==> config.mk <==
export PLATFORM = sky130hd
export DESIGN_NAME = gtfmac_vnc_bus_event_mux
export DESIGN_NICKNAME = d
export VERILOG_FILES = /design/src/rtl/gtfmac_vnc_bus_event_mux.sv
export SDC_FILE = /design/constraint.sdc
export NUM_CORES = 1
export LEC_CHECK = 0
export BUFFER_PORTS_ARGS = -buffer_cell sky130_fd_sc_hd__buf_2
export CORE_MARGIN = 2
export CORE_UTILIZATION = 35
export CTS_BUF_LIST = sky130_fd_sc_hd__clkbuf_16
export DETAILED_ROUTE_END_ITERATION = 12
export GPL_ROUTABILITY_DRIVEN = 0
export HOLD_SLACK_MARGIN = 0.02
export PLACE_DENSITY = 0.59
export SYNTH_ARGS = -nofsm -noshare
export SYNTH_HDL_FRONTEND = slang
export SYNTH_SLANG_ARGS = --single-unit
==> constraint.sdc <==
create_clock -name clk -period 7.3 [get_ports clk]
set_input_delay 0.73 -clock clk [delete_from_list [all_inputs] [get_ports clk]]
set_output_delay 0.73 -clock clk [all_outputs]
set_load 0.02 [all_outputs]
==> src/rtl/gtfmac_vnc_bus_event_mux.sv <==
// N-channel bus change detector: changed values are held per channel, coalesced while
// waiting, and serialised round-robin onto one valid/ready output.
module gtfmac_vnc_bus_event_mux #(
    parameter int WIDTH = 8,
    parameter int NCH   = 4,
    parameter int CNT_W = 16,
    localparam int CH_W = (NCH > 1) ? $clog2(NCH) : 1
) (
    input  logic                 clk,
    input  logic                 reset,
    input  logic [NCH*WIDTH-1:0] busin,
    input  logic [NCH-1:0]       chan_en,
    input  logic                 out_ready,
    input  logic                 cnt_clear,
    output logic                 out_valid,
    output logic [CH_W-1:0]      out_chan,
    output logic [WIDTH-1:0]     out_data,
    output logic [NCH-1:0]       pending,
    output logic [CNT_W-1:0]     coalesce_cnt
);

    logic [WIDTH-1:0] samp [NCH];
    logic [WIDTH-1:0] hold [NCH];
    logic [CH_W-1:0]  ptr;
    logic [NCH-1:0]   chg;
    logic [NCH-1:0]   pending_nxt;
    logic             slot_free;
    logic             found;
    logic             grant;
    logic [CH_W-1:0]  grant_idx;
    logic [CNT_W-1:0] cnt_nxt;

    assign slot_free = !out_valid || out_ready;
    assign grant     = slot_free && found;

    // Round-robin search: first pending channel after the last one granted, wrapping.
    always_comb begin : grant_search
        int cand;
        found     = 1'b0;
        grant_idx = '0;
        cand      = 0;
        for (int k = 1; k <= NCH; k++) begin
            cand = int'(ptr) + k;
            if (cand >= NCH) begin
                cand = cand - NCH;
            end
            if (!found && pending[CH_W'(cand)]) begin
                found     = 1'b1;
                grant_idx = CH_W'(cand);
            end
        end
    end

    // A change on a channel still waiting (and not leaving this cycle) overwrites its
    // held value; every such overwrite bumps the counter, clear taking effect first.
    always_comb begin : change_detect
        int                n_inc;
        logic              taken;
        logic [CNT_W-1:0]  base;
        logic [CNT_W+6:0]  sum;
        n_inc       = 0;
        taken       = 1'b0;
        chg         = '0;
        pending_nxt = pending;
        for (int i = 0; i < NCH; i++) begin
            chg[i]         = chan_en[i] && (busin[i*WIDTH +: WIDTH] != samp[i]);
            taken          = grant && (grant_idx == CH_W'(i));
            pending_nxt[i] = chg[i] || (pending[i] && !taken);
            if (chg[i] && pending[i] && !taken) begin
                n_inc = n_inc + 1;
            end
        end
        base    = cnt_clear ? '0 : coalesce_cnt;
        sum     = (CNT_W+7)'(base) + (CNT_W+7)'(n_inc);
        cnt_nxt = (sum > (CNT_W+7)'({CNT_W{1'b1}})) ? {CNT_W{1'b1}} : sum[CNT_W-1:0];
    end

    // Sampling runs even for disabled channels so re-enabling never sees a stale value.
    always_ff @(posedge clk or negedge reset) begin
        if (!reset) begin
            for (int i = 0; i < NCH; i++) begin
                samp[i] <= '0;
                hold[i] <= '0;
            end
            pending      <= '0;
            coalesce_cnt <= '0;
            ptr          <= CH_W'(NCH - 1);
            out_valid    <= 1'b0;
            out_chan     <= '0;
            out_data     <= '0;
        end else begin
            for (int i = 0; i < NCH; i++) begin
                samp[i] <= busin[i*WIDTH +: WIDTH];
                if (chg[i]) begin
                    hold[i] <= busin[i*WIDTH +: WIDTH];
                end
            end
            pending      <= pending_nxt;
            coalesce_cnt <= cnt_nxt;
            if (slot_free) begin
                out_valid <= grant;
                if (grant) begin
                    out_chan <= grant_idx;
                    out_data <= hold[grant_idx];
                    ptr      <= grant_idx;
                end
            end
        end
    end

endmodule

==> reports/metrics.yaml, run 1 <==
critical_path:
  slowest_delay_ns: 0.83
  r2r-end: "coalesce_cnt[10]$_DFF_PN0_"
  r2r_slack_ns: 2.37
  cp_max_fo: 20
  slowest_stage: "o21a_1"
  crit_arrival_ns: 5.18
  r2r_cells: 18
  cp-end-kind: "flop"
  crit_chain: "mux2i_1 -> o22a_1 -> o21a_1 -> o21ai_0 -> or2_2 -> ha_1 -> mux2i_1 -> ha_1 -> inv_1 -> nor3_1 -> xor2_1 -> ha_1 -> nor2b_1 -> o21ai_0 -> a21oi_1 -> nand3_1 -> xor2_1 -> o21ai_0"
  worstSetupStartpointType: "flop"
  path_class: "flop to flop"
  r2r_start: "ptr[1]$_DFFE_PN1P_"
  required_ns: 7.55
global_route:
  grt_max_degree: 62
  grt_overflow: 0
  grt.total_usage_pct: 14.4
  antenna_found_initial: 0
  grt_pass1_vias: 2851
  grt_pass1_wl_um: 14500
clocking:
  post-cts-setup-buffer-count: 0
  postCtsHoldBufs: 0
  cts_resized: 0
  cts_tree: "built"
  cts-htree-levels: 3
  clockRootBuffer: "clkbuf_16"
  clk_pin_slew_ns: 0.06
  cts_max_path_buffers: 2
  clk-insertion-delay-late_ns: 0.34
  cts_buffers: 9
  clock-sinks: 97
finish:
  layout_commonest_cell: "dfrtp_1"
  layout_common_cells: "dfrtp_1, buf_2, xnor2_1"
  antenna_cells: 0
  final_util_pct: 42.7
  area_delta_synth_final_pct: 18.9
  nFillCells: 1178
  multi_input_area_um2: 1820
  drive_gt1_share_pct: 31.6
  final_nets: 471
  register_area_um2: 2430
  layout.cells.non_filler: 595
logic_synthesis:
  ys_seq_area_share_pct: 56.0
  yosysWarnings: 0
  synthFlopType: "dfrtp_1"
  syn_area_um2: 4340
  syn_avg_cell_area_um2: 12.5
  synth_top_cell_by_area: "dfrtp_1"
  yosys_register_bits: 97
  synth_cell_types: 46
  async_reset_ff_share_pct: 100
  synth_top_area_share_pct: 54.8
  syn_nets: 395
  synth_top_cells_by_area: "dfrtp_1, mux2_2, xnor2_1"
  synth_cells: 347
  synth-edff-count: 0
power_and_ir_drop:
  combPwrFrac_pct: 35.6
  p_sw_share_pct: 34.9
  total_power_w: 0.00180
  p_switching_w: 0.000628
  p_int_w: 0.00117
  cellPowerDensity_nw_per_um2: 348
  peakVddDrop_uv: 148
  pwr-share-seq_pct: 38.8
  power_leakage_nw: 2.33
  clkPwrFrac_pct: 25.6
route:
  drc: 0
  dr.pass1.iters: 6
  vias: 2791
  avgRoutedWirePerCell_um: 14.8
  initialDrtViolationCount: 138
  ant_nets: 0
  routed_wl_um: 8800
  viasPerCell: 4.69
placed_design:
  dp.cells: 580
  io_buffers: 70
  hpwl_um: 6410
sta:
  tns_ns: 0
  finalHoldViolations: 0
  fmaxAchievable_ghz: 0.203
  rsz0062_at_grt: "no"
  fin_crit_sh_pct: 67.5
  report.final.slew_viol_count: 0
  slew-limit-headroom_pct: 30.7
  finalClockSkew_ns: 0.00654
  holdWs_ns: 0.342
  worst_pin_slew_ns: 1.04
  setup_violations: 0
  min_period_ns: 4.93
die:
  dieHeight_um: 115
  die_x_um: 115
  num_io_pins: 71
  initial_core_util_pct: 35.9
  core_um2: 12100
  rows: 40
  dieArea_um2: 13300
worst_hold_path:
  hold_path_class: "input pin to async pin"
flow_run:
  cap_violations: 0
outcome:
  outcome: "complete, no violations"
==> sequential cells by signal, summed over array words and instances (netlist names) <==
signal,flops
hold,32
samp,32
coalesce_cnt,16
out_data,8
pending,4
out_chan,2
ptr,2
out_valid,1
==> area by class of cell <==
type / count / share of cell area (%)
Clock buffer: 9 / 4.37
Clock inverter: 6 / 1.19
Inverter: 8 / 0.583
Multi-Input combinational cell: 233 / 35.2
Sequential cell: 97 / 47.1
Tap cell: 168 / 4.08
Timing Repair Buffer: 74 / 7.43
==> kinds of logic after synthesis <==
logic type	count (synthesis)	share of synthesized area, %
fa+ha+maj	8	2.48
xor+xnor	44	8.89
buf+inv	17	2.08
compound gates	46	7.45
flops	97	56.0
simple gates	81	9.70
mux	53	13.3
other cells	1	0.0865
==> critical path, delay by kind of cell, from the launching register on <==
family	cells	cell delay, ns
xor+xnor	2	0.26
fa+ha+maj	3	0.66
compound gates	6	2.01
mux	2	0.41
buf+inv	1	0.04
flops	1	0.59
simple gates	4	0.86
==> per-layer routing <==
metal	track usage, %	up-vias	part of all wire (%)
met5	0	-	0
met4	5.54	0	1.4
met3	3.22	11	4.9
met2	22.8	61	46
met1	19.2	1359	48
li1	-	1360	-
==> worst max-delay path by stage <==
stage	start	endpoint	slack [ns]	cells past startpoint
3_3_place_gp	ptr[1]$_DFFE_PN1P_	coalesce_cnt[15]$_DFF_PN0_	2.47	16
2_1_floorplan	out_ready	coalesce_cnt[15]$_DFF_PN0_	3.27	16
6_report	ptr[1]$_DFFE_PN1P_	coalesce_cnt[10]$_DFF_PN0_	2.37	18
3_5_place_dp	ptr[1]$_DFFE_PN1P_	coalesce_cnt[15]$_DFF_PN0_	2.30	16
5_1_grt	ptr[1]$_DFFE_PN1P_	coalesce_cnt[10]$_DFF_PN0_	1.80	18
4_1_cts	ptr[1]$_DFFE_PN1P_	coalesce_cnt[15]$_DFF_PN0_	2.28	16
==> stage by stage <==
step / cell area, um2 / setup slack (ns)
after global placement: 4870 / 2.47
after detailed placement: 4870 / 2.30
final: 5150 / 2.37
after CTS: 5150 / 2.28
after floorplan: 4340 / 3.27
after global routing: 5150 / 1.80
==> synth_stat cells, types with 3 or more instances <==
cell type / instances
nand2b_1: 5
dfrtp_1: 95
xor2_1: 4
a21o_1: 3
nor2_1: 11
nand4_1: 9
ha_1: 7
buf_6: 3
o21ai_0: 15
and3_1: 4
mux2i_1: 20
a31oi_1: 3
xnor2_1: 40
nand3_1: 3
a21oi_1: 5
o221ai_1: 8
inv_1: 8
buf_2: 3
mux2_2: 32
nor2b_1: 10
clkbuf_1: 3
nand2_1: 28
==> power by group through the flow <==
stage	Combinational [W]	Sequential, W	Clock (W)
after floorplan	0.000435	0.000751	0
after detailed placement	0.000653	0.000704	0
after CTS	0.000655	0.000697	0.000473
final	0.000640	0.000697	0.000459
after global placement	0.000640	0.000703	0
after global routing	0.000727	0.000709	0.000494
No activity file was read; power rests on OpenSTA's default activity.
==> inputs of run 2 (changes only) <==
==> constraint.sdc (replaced) <==
create_clock -name clk -period 5 [get_ports clk]
set_input_delay 0.5 -clock clk [delete_from_list [all_inputs] [get_ports clk]]
set_output_delay 0.5 -clock clk [all_outputs]
set_load 0.02 [all_outputs]
==> run 2 against run 1 <==
  * First-iteration DRC count is 50% higher
  * Sequential cell count stayed put
  * Global-route usage hardly changed
  * Clock-buffer cell count stayed put
  * Fmax is 11% higher
  * Critical path depth stayed put
  * Power is 46% higher
==> reports/metrics.yaml, run 2 (same netlist as run 1, synthesis figures left out) <==
outcome:
  outcome: "complete, no violations"
critical_path:
  required_ns: 5.26
  path_class: "flop to flop"
  cp_max_fo: 10
  r2r_slack_ns: 0.58
  crit_arrival_ns: 4.67
  r2r_start: "pending[1]$_DFF_PN0_"
  crit_buf_inv: 1
  slowest_stage: "nor4_1"
  cp-end-kind: "flop"
  path_delay_family: "simple AND/OR/NAND/NOR gates"
  slowest_delay_ns: 0.49
  r2r_cells: 18
  crit_chain: "nor4_1 -> a21oi_1 -> nand2_2 -> o21ai_0 -> or2_2 -> ha_1 -> mux2i_1 -> ha_1 -> inv_1 -> nor3_1 -> xor2_1 -> ha_1 -> nor2b_1 -> o21ai_0 -> a21oi_1 -> nand4_1 -> xor2_1 -> o21ai_0"
  r2r-end: "coalesce_cnt[12]$_DFF_PN0_"
  worstSetupStartpointType: "flop"
worst_hold_path:
  hold_path_class: "input pin to async pin"
clocking:
  cts_tree: "built"
  clock-sinks: 97
  cts_max_path_buffers: 2
  cts_resized: 0
  clk-insertion-delay-late_ns: 0.34
  post-cts-setup-buffer-count: 0
  clk_pin_slew_ns: 0.07
  cts_buffers: 9
  postCtsHoldBufs: 0
  clockRootBuffer: "clkbuf_16"
  cts-htree-levels: 3
sta:
  setup_violations: 0
  rsz0062_at_grt: "no"
  fmaxAchievable_ghz: 0.226
  finalClockSkew_ns: 0.00481
  holdWs_ns: 0.239
  slew-limit-headroom_pct: 46.3
  report.final.slew_viol_count: 0
  tns_ns: 0
  finalHoldViolations: 0
  min_period_ns: 4.42
  worst_pin_slew_ns: 0.805
  fin_crit_sh_pct: 88.4
global_route:
  grt_overflow: 0
  grt.total_usage_pct: 14.4
  antenna_found_initial: 0
  grt.met3_usage_pct: 2.79
  grtUsageMet2_pct: 22.5
  use_met1_pct: 19.8
  top_usage_layer: "met2"
  grt_max_degree: 65
  grt_pass1_wl_um: 14600
  grt_pass1_vias: 2943
die:
  dieHeight_um: 115
  dieArea_um2: 13300
  rows: 40
  initial_core_util_pct: 35.9
  core_um2: 12100
  die_x_um: 115
  num_io_pins: 71
route:
  initialDrtViolationCount: 207
  avgRoutedWirePerCell_um: 15.0
  drc: 0
  routed_wl_um: 8960
  vias: 2870
  ant_nets: 0
  viasPerCell: 4.81
  dr.pass1.iters: 4
placed_design:
  hpwl_um: 6420
  io_buffers: 70
  dpl-instance-area_um2: 4880
finish:
  fin_area_um2: 5150
  layout_commonest_cell: "dfrtp_1"
  antenna_cells: 0
  drive_gt1_share_pct: 31.7
  area_delta_synth_final_pct: 18.7
  final_nets: 472
  nFillCells: 1144
  largestRegisters: "hold (32), samp (32), coalesce_cnt (16)"
  layout_common_cells: "dfrtp_1, buf_2, xnor2_1"
power_and_ir_drop:
  cellPowerDensity_nw_per_um2: 509
  peakVddDrop_uv: 274
  power_leakage_nw: 2.33
flow_run:
  cap_violations: 0
-- run 2: power breakdown --
group | internal, W | switching (W)
clock network | 0.000336 | 0.000301
logic | 0.000409 | 0.000552
registers | 0.000919 | 0.000101
total | 0.00166 | 0.000955
-- run 2: layer usage --
layer  vias to the layer above  wire length, um
met1                      1432             4260
met2                        66             4230
met3                         9              357
li1                       1363                -
met4                         0              108
met5                         -                0
-- run 2: cell type report --
type	instances	area (um2)	area share (%)
Clock inverter	7	46.3	0.899
Multi-Input combinational cell	233	1820	35.3
Clock buffer	9	225	4.38
Tap cell	168	210	4.08
Inverter	8	30.0	0.583
Timing Repair Buffer	75	390	7.58
Sequential cell	97	2430	47.2
-- run 2: stage by stage --
stage	utilization [%]	std cells	setup slack [ns]	total power, W
5_1_grt	42.7	597	0.127	0.00279
3_5_place_dp	40.4	581	0.588	0.00201
4_1_cts	42.7	597	0.577	0.00265
3_3_place_gp	40.4	581	0.662	0.00199
2_1_floorplan	-	347	1.02	0.00173
6_report	42.7	597	0.582	0.00262
-- run 2: how the worst max path moves through the flow --
stage	depth (start not counted)	endpoint	startpoint	slack (ns)
after CTS	16	coalesce_cnt[15]$_DFF_PN0_	pending[1]$_DFF_PN0_	0.58
after global placement	16	coalesce_cnt[15]$_DFF_PN0_	pending[1]$_DFF_PN0_	0.66
after detailed placement	16	coalesce_cnt[15]$_DFF_PN0_	pending[1]$_DFF_PN0_	0.59
after floorplan	16	coalesce_cnt[15]$_DFF_PN0_	pending[1]$_DFF_PN0_	1.02
final	18	coalesce_cnt[12]$_DFF_PN0_	pending[1]$_DFF_PN0_	0.58
after global routing	18	coalesce_cnt[12]$_DFF_PN0_	pending[0]$_DFF_PN0_	0.13
==> inputs of run 3 (changes only) <==
==> constraint.sdc (replaced) <==
create_clock -name clk -period 4.3 [get_ports clk]
set_input_delay 0.43 -clock clk [delete_from_list [all_inputs] [get_ports clk]]
set_output_delay 0.43 -clock clk [all_outputs]
set_load 0.02 [all_outputs]
==> run 3 against run 2 <==
  * Cell area up 2.5%
  * Register-to-register slack lost 0.31 ns
  * Critical path depth down 2
  * Sequential cell count stayed put
  * Setup slack worse by 0.31 ns
  * Critical path type unchanged
  * Largest power group unchanged
==> reports/metrics.yaml, run 3 (same netlist as run 1, synthesis figures left out) <==
outcome:
  outcome: "complete, no violations"
sta:
  finalHoldViolations: 0
  worst_pin_slew_ns: 0.916
  slew-limit-headroom_pct: 38.9
  min_period_ns: 4.02
  finalClockSkew_ns: 0.0108
  fin_crit_sh_pct: 93.6
  fmaxAchievable_ghz: 0.248
  tns_ns: 0
  setup_violations: 0
  report.final.slew_viol_count: 0
  rsz0062_at_grt: "no"
die:
  num_io_pins: 71
  initial_core_util_pct: 35.9
  die_x_um: 115
  dieArea_um2: 13300
  dieHeight_um: 115
  core_um2: 12100
  rows: 40
placed_design:
  io_buffers: 70
  hpwl_um: 6520
  dp.cells: 587
route:
  vias: 2868
  dr.pass1.iters: 4
  viasPerCell: 4.76
  avgRoutedWirePerCell_um: 14.7
  drc: 0
  routed_wl_um: 8890
  initialDrtViolationCount: 143
  ant_nets: 0
power_and_ir_drop:
  p_sw_share_pct: 35.8
  clkPwrFrac_pct: 26.1
  power_leakage_nw: 2.39
  cellPowerDensity_nw_per_um2: 603
  peakVddDrop_uv: 292
  p_int_w: 0.00204
  pwr-share-seq_pct: 37.2
  p_switching_w: 0.00114
  combPwrFrac_pct: 36.8
global_route:
  antenna_found_initial: 0
  grt_pass1_vias: 2856
  grt_pass1_wl_um: 14600
  grt_max_degree: 74
  grt_overflow: 0
  grt.met3_usage_pct: 3.95
  top_usage_layer: "met2"
  grt.total_usage_pct: 14.4
  grtUsageMet2_pct: 22.3
  use_met1_pct: 19.8
clocking:
  clockRootBuffer: "clkbuf_16"
  clk_pin_slew_ns: 0.07
  clock-sinks: 97
  cts_buffers: 9
  cts_max_path_buffers: 2
  cts_tree: "built"
  cts-htree-levels: 3
  clk-insertion-delay-late_ns: 0.35
finish:
  layout.cells.non_filler: 603
  nFillCells: 1139
  area_delta_synth_final_pct: 21.7
  antenna_cells: 0
  final_util_pct: 43.7
  layout_commonest_cell: "dfrtp_1"
  largestRegisters: "hold (32), samp (32), coalesce_cnt (16)"
  multi_input_area_um2: 1860
  layout_common_cells: "dfrtp_1, buf_2, xnor2_1"
  final_nets: 478
  register_area_um2: 2430
  drive_gt1_share_pct: 34.3
worst_hold_path:
  hold_path_class: "input pin to async pin"
critical_path:
  crit_arrival_ns: 4.26
  path_class: "flop to flop"
  cp-end-kind: "flop"
  required_ns: 4.54
  cp_max_fo: 7
  worstSetupStartpointType: "flop"
flow_run:
  cap_violations: 0
-- run 3: cell count changes in the layout (fill, tap and decap cells not counted), moves of 2 or more --
cell / previous run / this run
buf_4: 6 / 12
clkinv_1: 2 / 0
inv_6: 1 / 3
o21ai_0: 15 / 12
o21ai_1: 1 / 4
-- run 3: power by group through the flow --
| stage | Clock (W) | Sequential [W] | Combinational, W |
|---|---|---|---|
| after CTS | 0.000853 | 0.00118 | 0.00116 |
| after global placement | 0 | 0.00119 | 0.00113 |
| final | 0.000829 | 0.00118 | 0.00117 |
| after global routing | 0.000885 | 0.00120 | 0.00130 |
| after detailed placement | 0 | 0.00119 | 0.00115 |
| after floorplan | 0 | 0.00128 | 0.000739 |
-- run 3: final cells by class --
type	count	area share, %
repair buffers	81	8.25
well taps	168	3.98
clock buffers	9	4.27
inverters	8	0.569
clock inverters	7	1.64
flip-flops and latches	97	46.1
multi-input cells	233	35.2
-- run 3: path summary, 6_finish.rpt --
check,from,to,slack [ns],cells after the start
setup / recovery,pending[1]$_DFF_PN0_,coalesce_cnt[15]$_DFF_PN0_,0.28,16
hold / removal,reset,coalesce_cnt[12]$_DFF_PN0_,0.21,1
setup reg to reg,pending[1]$_DFF_PN0_,coalesce_cnt[15]$_DFF_PN0_,0.28,16
hold reg to reg,out_chan[1]$_DFFE_PN0P_,out_chan[1]$_DFFE_PN0P_,0.48,2
max in group asynchronous,reset,hold[7]$_DFFE_PN0P_,3.18,2
min in group clk,busin[27],samp[3]$_DFF_PN0_,0.22,1
-- run 3: worst max-delay path, cell delays in order, from the launching register on --
cell and delay, ns:
dfrtp_1 0.47, nor4_2 0.38, a21oi_1 0.16, nand2_2 0.12, o21ai_1 0.10, or2_2 0.29, ha_1 0.21, mux2i_2 0.22
ha_1 0.29, mux2_4 0.26, ha_1 0.27, a21o_1 0.18, a21o_1 0.22, a21oi_4 0.17, nor2b_1 0.11, and3_1 0.21
a311oi_1 0.27
-- run 3: per-stage QoR --
stage	power (W)	hold slack, ns	cell area [um2]	worst slack, ns
after CTS	0.00319	0.213	5230	0.0501
after floorplan	0.00201	0.134	4340	0.320
after global routing	0.00339	0.215	5280	0.00565
final	0.00318	0.213	5280	0.275
after detailed placement	0.00234	0.465	4920	0.0910
after global placement	0.00232	0.465	4920	0.210
-- run 3: what timing repair did --
action                                  in CTS  in global routing
hold buffers                                 0                  0
resized for setup                            0                 10
endpoints found under the setup margin       0                 15
buffers inserted                             0                  0
-- run 3: per-layer routing --
metal	routed length, um	share of wire [%]
met1	4150	47
met2	4180	47
met3	421	4.7
met4	137	1.5
met5	0	0
